==> src/rtl/gpio_irq_if.sv <==
// Wishbone slave bundle for gpio_irq: 32-bit data, byte lanes, single-cycle ack.
interface gpio_irq_if;
    logic        cyc_i;
    logic        stb_i;
    logic [31:0] adr_i;
    logic        we_i;
    logic [3:0]  sel_i;
    logic [31:0] dat_i;
    logic [31:0] dat_o;
    logic        ack_o;

    modport master (
        output cyc_i, stb_i, adr_i, we_i, sel_i, dat_i,
        input  dat_o, ack_o
    );

    modport slave (
        input  cyc_i, stb_i, adr_i, we_i, sel_i, dat_i,
        output dat_o, ack_o
    );
endinterface

==> src/rtl/gpio_irq.sv <==
// gpio_irq: pin synchroniser, optional debounce, programmable edge detect,
// W1C event status and a level interrupt, behind a Wishbone slave.
// Optional feature macro: GPIO_IRQ_DEBOUNCE_EN builds the prescaler and
// debounce filter; without it the synchronised pins feed edge detect directly.
module gpio_irq #(
    parameter int unsigned WIDTH  = 32,
    parameter int unsigned DBNC_W = 16
) (
    input  logic             clk_i,
    input  logic             rst_n_i,
    gpio_irq_if.slave        wb,
    input  logic [WIDTH-1:0] pin_i,
    output logic             irq_o
);
    localparam int unsigned BUS_W = 32;

    localparam logic [2:0] A_LEVEL   = 3'd0;
    localparam logic [2:0] A_RISE_EN = 3'd1;
    localparam logic [2:0] A_FALL_EN = 3'd2;
    localparam logic [2:0] A_STATUS  = 3'd3;
    localparam logic [2:0] A_DBNC    = 3'd4;

    logic             cs;
    logic             acc;
    logic             wr;
    logic [2:0]       reg_adr;
    logic [BUS_W-1:0] lane_mask;
    logic [BUS_W-1:0] rd_data;
    logic [BUS_W-1:0] dbnc_rd;
    logic             unused_adr;

    logic [WIDTH-1:0] sync1;
    logic [WIDTH-1:0] sync;
    logic [WIDTH-1:0] level;
    logic [WIDTH-1:0] rise;
    logic [WIDTH-1:0] fall;
    logic [WIDTH-1:0] rise_en;
    logic [WIDTH-1:0] fall_en;
    logic [WIDTH-1:0] status;
    logic [WIDTH-1:0] set_bits;
    logic [WIDTH-1:0] clr_bits;

    // Bus decode: an access is taken on the edge that raises ack, so a held
    // strobe is served every other cycle.
    assign cs         = wb.cyc_i & wb.stb_i;
    assign acc        = cs & ~wb.ack_o;
    assign wr         = acc & wb.we_i;
    assign reg_adr    = wb.adr_i[4:2];
    assign unused_adr = ^{wb.adr_i[31:5], wb.adr_i[1:0]};

    // Expand byte-lane selects to a bit mask.
    always_comb begin
        lane_mask = {{8{wb.sel_i[3]}}, {8{wb.sel_i[2]}},
                     {8{wb.sel_i[1]}}, {8{wb.sel_i[0]}}};
    end

    // Two-flop synchroniser on the raw pins.
    always_ff @(posedge clk_i or negedge rst_n_i) begin
        if (!rst_n_i) begin
            sync1 <= '0;
            sync  <= '0;
        end else begin
            sync1 <= pin_i;
            sync  <= sync1;
        end
    end

`ifdef GPIO_IRQ_DEBOUNCE_EN
    logic [DBNC_W-1:0] dbnc;
    logic [DBNC_W-1:0] cnt;
    logic              reload;
    logic              tick;
    logic [WIDTH-1:0]  samp;
    logic [WIDTH-1:0]  stable;
    logic [WIDTH-1:0]  stable_nxt;
    logic [WIDTH-1:0]  agree;

    assign tick    = (cnt == '0);
    assign dbnc_rd = BUS_W'(dbnc);

    // DBNC register; any write to it restarts the prescaler one cycle later.
    always_ff @(posedge clk_i or negedge rst_n_i) begin
        if (!rst_n_i) begin
            dbnc   <= '0;
            reload <= 1'b0;
        end else begin
            reload <= wr && (reg_adr == A_DBNC);
            if (wr && (reg_adr == A_DBNC)) begin
                dbnc <= DBNC_W'((BUS_W'(dbnc) & ~lane_mask) | (wb.dat_i & lane_mask));
            end
        end
    end

    // Prescaler: down-counter, tick while zero, period DBNC+1.
    always_ff @(posedge clk_i or negedge rst_n_i) begin
        if (!rst_n_i) begin
            cnt <= '0;
        end else if (reload || tick) begin
            cnt <= dbnc;
        end else begin
            cnt <= cnt - DBNC_W'(1);
        end
    end

    // samp is taken alongside the second sync stage so that a level seen at
    // two consecutive ticks is accepted on the second one.
    always_comb begin
        agree      = ~(sync ^ samp);
        stable_nxt = stable;
        if (tick) begin
            stable_nxt = (stable & ~agree) | (sync & agree);
        end
    end

    // Debounce state.
    always_ff @(posedge clk_i or negedge rst_n_i) begin
        if (!rst_n_i) begin
            samp   <= '0;
            stable <= '0;
        end else begin
            if (tick) begin
                samp <= sync1;
            end
            stable <= stable_nxt;
        end
    end

    assign level = stable;
    assign rise  = stable_nxt & ~stable;
    assign fall  = ~stable_nxt & stable;
`else
    logic [WIDTH-1:0] stable_q;

    assign dbnc_rd = BUS_W'({DBNC_W{1'b0}});

    // Previous synchronised level for edge detection.
    always_ff @(posedge clk_i or negedge rst_n_i) begin
        if (!rst_n_i) begin
            stable_q <= '0;
        end else begin
            stable_q <= sync;
        end
    end

    assign level = sync;
    assign rise  = sync & ~stable_q;
    assign fall  = ~sync & stable_q;
`endif

    // Events to latch and W1C clears for this cycle.
    always_comb begin
        set_bits = (rise & rise_en) | (fall & fall_en);
        clr_bits = '0;
        if (wr && (reg_adr == A_STATUS)) begin
            clr_bits = WIDTH'(wb.dat_i & lane_mask);
        end
    end

    // Enable registers, status (set wins over clear) and the interrupt.
    always_ff @(posedge clk_i or negedge rst_n_i) begin
        if (!rst_n_i) begin
            rise_en <= '0;
            fall_en <= '0;
            status  <= '0;
            irq_o   <= 1'b0;
        end else begin
            if (wr && (reg_adr == A_RISE_EN)) begin
                rise_en <= WIDTH'((BUS_W'(rise_en) & ~lane_mask) | (wb.dat_i & lane_mask));
            end
            if (wr && (reg_adr == A_FALL_EN)) begin
                fall_en <= WIDTH'((BUS_W'(fall_en) & ~lane_mask) | (wb.dat_i & lane_mask));
            end
            status <= (status & ~clr_bits) | set_bits;
            irq_o  <= |status;
        end
    end

    // Read mux, zero-extended; unmapped addresses read zero.
    always_comb begin
        rd_data = '0;
        case (reg_adr)
            A_LEVEL:   rd_data = BUS_W'(level);
            A_RISE_EN: rd_data = BUS_W'(rise_en);
            A_FALL_EN: rd_data = BUS_W'(fall_en);
            A_STATUS:  rd_data = BUS_W'(status);
            A_DBNC:    rd_data = dbnc_rd;
            default:   rd_data = '0;
        endcase
    end

    // Registered ack and read data.
    always_ff @(posedge clk_i or negedge rst_n_i) begin
        if (!rst_n_i) begin
            wb.ack_o <= 1'b0;
            wb.dat_o <= '0;
        end else begin
            wb.ack_o <= acc;
            if (acc) begin
                wb.dat_o <= rd_data;
            end
        end
    end
endmodule
==> src/flat_wrapper.sv <==
// flat-port wrapper written by rule: the top's interface ports become plain ports
module gpio_irq_flat 
#(
    parameter int unsigned WIDTH  = 32,
    parameter int unsigned DBNC_W = 16
)
  (clk_i, rst_n_i, pin_i, irq_o, wb_cyc_i, wb_stb_i, wb_adr_i, wb_we_i, wb_sel_i, wb_dat_i, wb_dat_o, wb_ack_o);
  gpio_irq_if wb_i ();
  input  logic clk_i;
  input  logic rst_n_i;
  input  logic [WIDTH-1:0] pin_i;
  output logic irq_o;
  input wire logic [$bits(wb_i.cyc_i)-1:0] wb_cyc_i;
  input wire logic [$bits(wb_i.stb_i)-1:0] wb_stb_i;
  input wire logic [$bits(wb_i.adr_i)-1:0] wb_adr_i;
  input wire logic [$bits(wb_i.we_i)-1:0] wb_we_i;
  input wire logic [$bits(wb_i.sel_i)-1:0] wb_sel_i;
  input wire logic [$bits(wb_i.dat_i)-1:0] wb_dat_i;
  output wire logic [$bits(wb_i.dat_o)-1:0] wb_dat_o;
  output wire logic [$bits(wb_i.ack_o)-1:0] wb_ack_o;
  assign wb_i.cyc_i = wb_cyc_i;
  assign wb_i.stb_i = wb_stb_i;
  assign wb_i.adr_i = wb_adr_i;
  assign wb_i.we_i = wb_we_i;
  assign wb_i.sel_i = wb_sel_i;
  assign wb_i.dat_i = wb_dat_i;
  assign wb_dat_o = wb_i.dat_o;
  assign wb_ack_o = wb_i.ack_o;
  gpio_irq #(.WIDTH(WIDTH), .DBNC_W(DBNC_W)) u_core (.clk_i(clk_i), .rst_n_i(rst_n_i), .wb(wb_i), .pin_i(pin_i), .irq_o(irq_o));
endmodule
==> config.mk <==
export PLATFORM = sky130hd
export DESIGN_NAME = gpio_irq_flat
export DESIGN_NICKNAME = d
export VERILOG_FILES = /design/src/rtl/gpio_irq_if.sv /design/src/rtl/gpio_irq.sv /design/src/flat_wrapper.sv
export SDC_FILE = /design/constraint.sdc
export NUM_CORES = 1
export LEC_CHECK = 0
export CAP_MARGIN = 10
export CORE_ASPECT_RATIO = 0.9
export CORE_UTILIZATION = 36
export CTS_BUF_LIST = sky130_fd_sc_hd__clkbuf_8
export CTS_CLUSTER_SIZE = 30
export DETAILED_ROUTE_END_ITERATION = 8
export PLACE_DENSITY_LB_ADDON = 0.08
export SYNTH_ARGS = -nofsm -noshare
export SYNTH_HDL_FRONTEND = slang
export SYNTH_SLANG_ARGS = --single-unit
==> constraint.sdc <==
create_clock -name clk_i -period 1.55 [get_ports clk_i]
set_input_delay 0.31 -clock clk_i [delete_from_list [all_inputs] [get_ports clk_i]]
set_output_delay 0.31 -clock clk_i [all_outputs]
set_load 0.05 [all_outputs]
==> results of run 1 <==
==> per-stage QoR <==
step | setup slack [ps] | util | hold WS [ps]
6_report | 43.6 | 0.499 | 213
2_1_floorplan | 7.97 | - | 14.4
3_3_place_gp | -395 | 0.464 | 243
5_1_grt | 1.45 | 0.499 | 181
4_1_cts | 0.314 | 0.499 | 176
3_5_place_dp | -420 | 0.464 | 244
==> final timing paths <==
| check | to | cells after the start |
|---|---|---|
| min | u_core.sync1[29] | 1 |
| min in group asynchronous | u_core.wb.dat_o[21] | 2 |
| min reg2reg | u_core.level[13] | 0 |
| max in group asynchronous | u_core.sync1[24] | 3 |
| max reg2reg | register | 5 |
| max | wb_ack_o | 2 |
==> worst register-to-register path: cells and delay by family, from the launching register on <==
kind,cells,cell delay (ps)
muxes,1,330
and+or+nand+nor,2,350
buffers and inverters,2,310
DFF,1,400
==> logic make-up (layout without fill, tap and decap cells) <==
| kind of cell | after synthesis | count (layout) | share of synthesized area |
|---|---|---|---|
| AO/OA/AOI/OAI | 96 | 96 | 0.0773 |
| buffers and inverters | 29 | 224 | 0.0206 |
| flip-flops | 226 | 226 | 0.643 |
| multiplexers | 96 | 96 | 0.168 |
| AND/OR/NAND/NOR | 120 | 120 | 0.0914 |
==> what timing repair did <==
action,CTS,global route
gates resized for setup,2,2
setup endpoints to repair,1,9
pin swaps,0,1
hold endpoints to repair,67,0
hold buffers,1,0
gates cloned,0,0
==> power by group through the flow <==
stage | Sequential [mW] | Combinational (mW) | Clock [mW]
final | 7.38 | 2.77 | 5.59
after global routing | 7.47 | 2.94 | 6.05
after CTS | 7.37 | 2.81 | 5.80
after detailed placement | 7.46 | 2.79 | 0
after global placement | 7.41 | 2.75 | 0
after floorplan | 7.67 | 1.01 | 0
==> layer usage <==
| metal | routed length, um | GRT usage |
|---|---|---|
| met5 | 0 | 0 |
| met4 | 338 | 0.0597 |
| met1 | 9970 | 0.244 |
| met3 | 1000 | 0.0331 |
| met2 | 10400 | 0.292 |
==> area by class of cell <==
type                            instances  area, um^2
Sequential cell                       226        5660
Tap cell                              302         378
Multi-Input combinational cell        312        2990
Timing Repair Buffer                  157        1980
Clock inverter                         16         133
Fill cell                            2029       11800
Clock buffer                           50         688
Inverter                                1        6.26
==> synth_stat cells (all sizes together) <==
master / n / share of area
a21o: 32 / 0.027
a22o: 32 / 0.032
and3: 2 / 0.0020
and4b: 1 / 0.0013
and4bb: 2 / 0.0037
buf: 20 / 0.017
clkbuf: 8 / 0.0034
dfrtp: 226 / 0.64
inv: 1 / 0.00043
mux2: 64 / 0.085
mux4: 32 / 0.083
nand2: 32 / 0.014
nand3: 6 / 0.010
nand3b: 33 / 0.030
nand4: 34 / 0.024
nor2: 1 / 0.00043
nor4: 8 / 0.0057
o21ai: 32 / 0.018
or2: 1 / 0.00071
==> run metrics, run 1 <==
outcome=completed; Design Area, Final=11800 um^2; Critical path origin=u_core.wb.ack_o; GRT Overall Usage=0.179; origin of the critical flop-to-flop path=u_core.wb.ack_o; initial antenna violation count=0; CTS tree=yes; DRC Markers=0; CP Cell Sequence=buf_4, buf_12; IO Port Bufs=109; vias=~5600; # diodes=0; switch share=0.272; PD cells=1330 nW/um^2; Leak=approximately 5.1 nW; core area=23700 um^2; final WL=about 22 mm; class of the most critical hold timing path=input pin to register; Initial Util=0.372; CP Max Fanout=2; Worst setup EP type=output pin; global-route wire length before repair=around 34 mm; Startpoint Class=register; Worst slew margin=0.741; Worst-Skew Late Latency=530 ps; reg2reg setup slack=60 ps; sequential share of power=0.469; post-route minimum period=1510 ps; Gate power share=0.176; largest net degree at the start of global routing=48; Ys Warns=0; Mean Syn Cell Area=15.5 um^2; # nets final=842; Post-DRT Antenna Nets=0; Root Buffer=clkbuf_8; Distinct cells, synth=28; commonest non-fill, non-tap cells in the layout=dfrtp_1 (225), clkdlybuf4s50_1 (72), mux2_2 (56); commonest non-fill, non-tap cell in the layout=dfrtp_1; fraction of layout cells with a size suffix above 1=0.336; Placement Cell Area=around 11000 um^2; Worst Path Buf+Inv=2; min-delay src=pin_i[29]; Die Span X=167 um; GPL Wtd Cong=roughly 0.8; DR WL/cell=20.4 um; Worst Skew=13.1 ps; Reg clk slew, reported paths=approximately 60 ps; Layout area overhead=34.4%; routed vias/inst=5.29; Tcrit/Tclk final=0.972; Synth Cell Area=8800 um^2; CP max stage cell=dfrtp_2; area of the die=25100 um^2; number of max-cap violations=0; sequential-to-total area share from yosys stat=0.643; delay-heaviest family, CP=flip-flops; number of global-route vias before repair=around 6100; Final Max Tran Viols=0; switching power=4.27 mW; Synthesized Nets=672; setup TNS=0 ps; RSZ-0062 raised after global routing=no; Final Hold Viols=0; fin cells=1064; WS Path Type=register to output pin; die height=150 um; Post-Place Cells=997; # H-tree levels=2; Mapped Cells=567; Slew @ Worst Pin=around 390 ps; FMAX=664 MHz; Internal Power=between 10 and 15 mW; Slowest Stage Delay on Critical Path=400 ps; num rows=53; Initial DRC Count=between 300 and 400; fraction of power consumed by the clock network=0.355; Total Power=15.7 mW; Setup violations, final=0; grt total ovfl=0; I/O pins=139; worst vdd ir=about 0.56 mV; Num CTS Buffers=39; clk buf depth=3; WP data required=1240 ps; Synth Register Bits=226; Post-CTS Setup Bufs=0; CTS sink count=226; CP arrival=1200 ps; DRT Pass-1 Iters=4; hpwl dp=14.7 mm
Power figures use the tool's default switching activity.
==> run 2: changes to the inputs <==
--- a/constraint.sdc
+++ b/constraint.sdc
@@ -3,2 +3,2 @@
 set_output_delay 0.31 -clock clk_i [all_outputs]
-set_load 0.05 [all_outputs]
+set_load 0.1 [all_outputs]
==> run metrics, run 2 (synthesis results as in run 1) <==
# H-tree levels=2; Setup violations, final=7; Hold Crit Depth=1; delay-heaviest family, CP=flip-flops; setup TNS=-51.7 ps; Root Buffer=clkbuf_8; Initial Util=0.372; Tcrit/Tclk final=1.01; fraction of layout cells with a size suffix above 1=0.331; Total Power=~16 mW; Hold Path Sink=u_core.sync1[25]; hpwl dp=around 14 mm; FMAX=roughly 640 MHz; PD cells=1380 nW/um^2; routed vias/inst=5.24; RSZ-0062 raised after global routing=yes; Final Hold Viols=0; CTS tree=yes; Leak=about 5.1 nW; grt total ovfl=0; DR WL/cell=just over 20 um; number of max-cap violations=0; area of the die=25100 um^2; WP data required=1240 ps; CTS sink count=between 200 and 250; initial antenna violation count=0; num rows=53; DRC Markers=0; vias=around 5600; Setup WS post-layout=-22.3 ps; global-route wire length before repair=34.5 mm; Worst Skew=around 22 ps; reg2reg setup slack=-10 ps; WS Path Type=register to output pin; GRT Overall Usage=0.181; Final Max Tran Viols=0; class of the most critical hold timing path=input pin to register; GPL Wtd Cong=~0.76; Slew @ Worst Pin=397 ps; Num CTS Buffers=40; final WL=21.6 mm; Die Span X=167 um; Layout area overhead=35.3%; # diodes=0; I/O pins=~140; DRT Pass-1 Iters=4; Initial DRC Count=between 300 and 400; number of global-route vias before repair=6130; CP Cell Sequence=buf_6, buf_12; Worst Path Buf+Inv=2; outcome=finished, violations left; Reg2Reg Depth=4; CP arrival=1260 ps; failing checks=negative setup slack; core area=23700 um^2; die height=150 um; # nets final=842; post-route minimum period=1570 ps; min-delay src=pin_i[25]; CP max stage cell=dfrtp_4; CP Max Fanout=2; Slowest Stage Delay on Critical Path=roughly 480 ps; worst vdd ir=0.749 mV; Worst-Skew Late Latency=530 ps; Startpoint Class=register; commonest non-fill, non-tap cells in the layout=dfrtp_1 (225), clkdlybuf4s50_1 (72), clkbuf_8 (54); Reg clk slew, reported paths=60 ps; Worst setup EP type=output pin; commonest non-fill, non-tap cell in the layout=dfrtp_1; Worst slew margin=0.733; worst slack, placed=-434 ps; IO Port Bufs=109; Post-DRT Antenna Nets=0; clk buf depth=3; largest net degree at the start of global routing=69; origin of the critical flop-to-flop path=u_core.wb.ack_o
## run 2: timing repair
action | in CTS | in global routing
cloned | 0 | 1
setup endpoints to repair | 24 | 41
pin swaps | 1 | 4
hold endpoints to repair | 226 | 0
setup buffers | 0 | 2
resized for setup | 7 | 19
hold buffers | 1 | 0
## run 2: worst reg2reg max path: stages (launching register included)
cell	delay [ps]
dfrtp_4	480
nand3b_4	230
inv_8	110
and3_4	310
mux2_4	330
## run 2: where the power goes
part	internal, mW	switching (mW)
clock network	3.28	2.37
registers	6.68	0.706
logic	1.60	1.80
## run 2: routing by layer
| layer | track usage | share of wire | vias up |
|---|---|---|---|
| li1 | - | - | 2491 |
| met1 | 0.245 | 0.45 | 2944 |
| met2 | 0.291 | 0.49 | 145 |
| met3 | 0.0363 | 0.044 | 28 |
| met4 | 0.0644 | 0.016 | 0 |
| met5 | 0 | 0 | - |
## run 2: cell type report
type,count,area (um^2)
flip-flops and latches,226,5660
clock buffers,54,743
clock inverters,19,110
multi-input cells,312,3040
fillers,2025,11800
repair inverters,1,6.26
inverters,1,11.3
well taps,302,378
repair buffers,155,1960
## run 2: worst max path at each step
stage	start	to	slack [ps]	cells past startpoint
CTS	u_core.wb.ack_o	wb_ack_o	-60	2
finish	u_core.wb.ack_o	wb_ack_o	-20	2
global route	u_core.wb.ack_o	wb_ack_o	-70	2
global placement	wb_adr_i[4]	register	-410	5
detailed placement	wb_adr_i[4]	register	-430	5
floorplan	u_core.wb.ack_o	register	-110	5
## run 2: through the flow
step	util	cells	cell area, um^2	hold WS, ps
global route	0.503	1070	11900	175
global placement	0.462	994	10900	174
detailed placement	0.462	994	10900	175
CTS	0.500	1068	11800	182
floorplan	-	567	8820	14.4
finish	0.503	1070	11900	216
==> run 3: changes to the inputs <==
- clock period: 1.55 -> 1.34 ns (I/O delays scaled with it)
==> run metrics, run 3 (synthesis results as in run 1) <==
outcome=finished, violations left; failing checks=negative setup slack; Root Buffer=clkbuf_8; CTS sink count=226; GRT Overall Usage=0.187; Final Max Tran Viols=0; CP Cell Sequence=nand3b_4, inv_8, and3_4, mux2_4; # nets final=881; area of the die=25100 um^2; reg2reg setup slack=-240 ps; DRT Pass-1 Iters=4; fillers=1982; Seq. cell area=5660 um^2; Setup WS post-layout=-236 ps; CP max stage cell=dfrtp_4; Worst Skew=11.5 ps; Post-DRT Antenna Nets=0; Tcrit/Tclk final=1.18; Leak=5.29 nW; PD cells=roughly 1600 nW/um^2; RSZ-0062 raised after global routing=yes; CTS tree=yes; DRC Markers=0; # diodes=0; FMAX=635 MHz; switch share=0.300; GPL Wtd Cong=0.749; min-delay src=pin_i[24]; Die Span X=167 um; fraction of layout cells with a size suffix above 1=0.366; Worst slew margin=0.739; Worst setup EP type=register; origin of the critical flop-to-flop path=u_core.wb.ack_o; Slowest Stage Delay on Critical Path=480 ps; Slew @ Worst Pin=391 ps; worst vdd ir=approximately 0.74 mV; Initial DRC Count=227; switching power=5.68 mW; die height=150 um; Gate power share=0.232; routed vias/inst=5.27; CP Max Fanout=9; clk buf depth=3; WP data required=1730 ps; Worst-Skew Late Latency=520 ps; Reg2Reg Depth=4; class of the most critical hold timing path=input pin to register; Hold Path Sink=u_core.sync1[24]; Setup violations, final=162; setup TNS=-23180 ps; Post-Place Cells=1015; number of global-route vias before repair=6243; number of max-cap violations=0; hpwl dp=between 10 and 15 mm; fin cells=roughly 1100; Initial Util=0.372; CP arrival=1970 ps; initial antenna violation count=0; Critical path origin=u_core.wb.ack_o; num rows=53; I/O pins=139; Startpoint Class=register; # H-tree levels=2; commonest non-fill, non-tap cell in the layout=dfrtp_1; largest net degree at the start of global routing=46; fraction of power consumed by the clock network=0.318; Num CTS Buffers=38; Total Power=approximately 19 mW; Final Hold Viols=0; area of the multi-input gates=3070 um^2; grt total ovfl=0; sequential share of power=0.450; Hold Crit Depth=1; vias=a little under 6000; DR WL/cell=20.5 um; WS Path Type=register to register; Reg clk slew, reported paths=approximately 60 ps; core area=23700 um^2; IO Port Bufs=109; Layout area overhead=38.2%; global-route wire length before repair=35.4 mm; Design Area, Final=~12000 um^2; Internal Power=13.2 mW; commonest non-fill, non-tap cells in the layout=dfrtp_1 (223), clkdlybuf4s50_1 (72), buf_4 (67); post-route minimum period=1580 ps; final WL=22.6 mm; Placement Cell Area=11100 um^2
## run 3: cell count changes in the layout (fill, tap and decap cells not counted), sizes merged
cell,change
clkbuf,-6
inv,-3
buf,+41
clkinvlp,+1
## run 3: routing by layer
layer  share of wire  global-route usage
met1            0.46               0.254
met2            0.46               0.298
met3           0.047              0.0363
met4           0.030              0.0718
met5               0                   0
## run 3: cell type report
type	count	share of cell area
Clock buffer	47	0.0532
Sequential cell	226	0.465
Multi-Input combinational cell	312	0.252
Tap cell	302	0.0311
Inverter	1	0.000926
Clock inverter	18	0.00864
Timing Repair Buffer	197	0.189
## run 3: what timing repair did
| item | CTS | global route |
|---|---|---|
| setup buffers | 14 | 7 |
| gates resized for setup | 25 | 13 |
| endpoints found under the hold margin | 37 | 0 |
| pin swaps | 6 | 5 |
| hold buffers | 1 | 0 |
| gates cloned | 1 | 1 |
| setup endpoints to repair | 161 | 163 |
## run 3: power groups by stage
stage / registers [mW] / clock network (mW) / logic, mW
3_5_place_dp: 8.58 / 0 / 4.21
3_3_place_gp: 8.53 / 0 / 4.14
5_1_grt: 8.64 / 6.53 / 4.64
4_1_cts: 8.49 / 6.22 / 4.37
2_1_floorplan: 9.52 / 0 / 1.17
6_report: 8.52 / 6.01 / 4.39
## run 3: worst max path at each step
stage / end / cells past startpoint
6_report: register / 4
5_1_grt: register / 4
4_1_cts: wb_ack_o / 2
3_5_place_dp: register / 5
3_3_place_gp: register / 5
2_1_floorplan: register / 5
## run 3: per-stage QoR
stage               utilization  setup WS [ps]  hold WS (ps)
finish                    0.514           -236           181
global route              0.514           -274           157
CTS                       0.508           -234           154
detailed placement        0.468           -603           205
global placement          0.468           -592           204
floorplan                     -           -321         -27.6
## run 3: critical path: cells and delay by family (launching register included)
kind	cells	cell delay (ps)
buffers and inverters	1	110
DFF	1	480
muxes	1	330
and+or+nand+nor	2	540
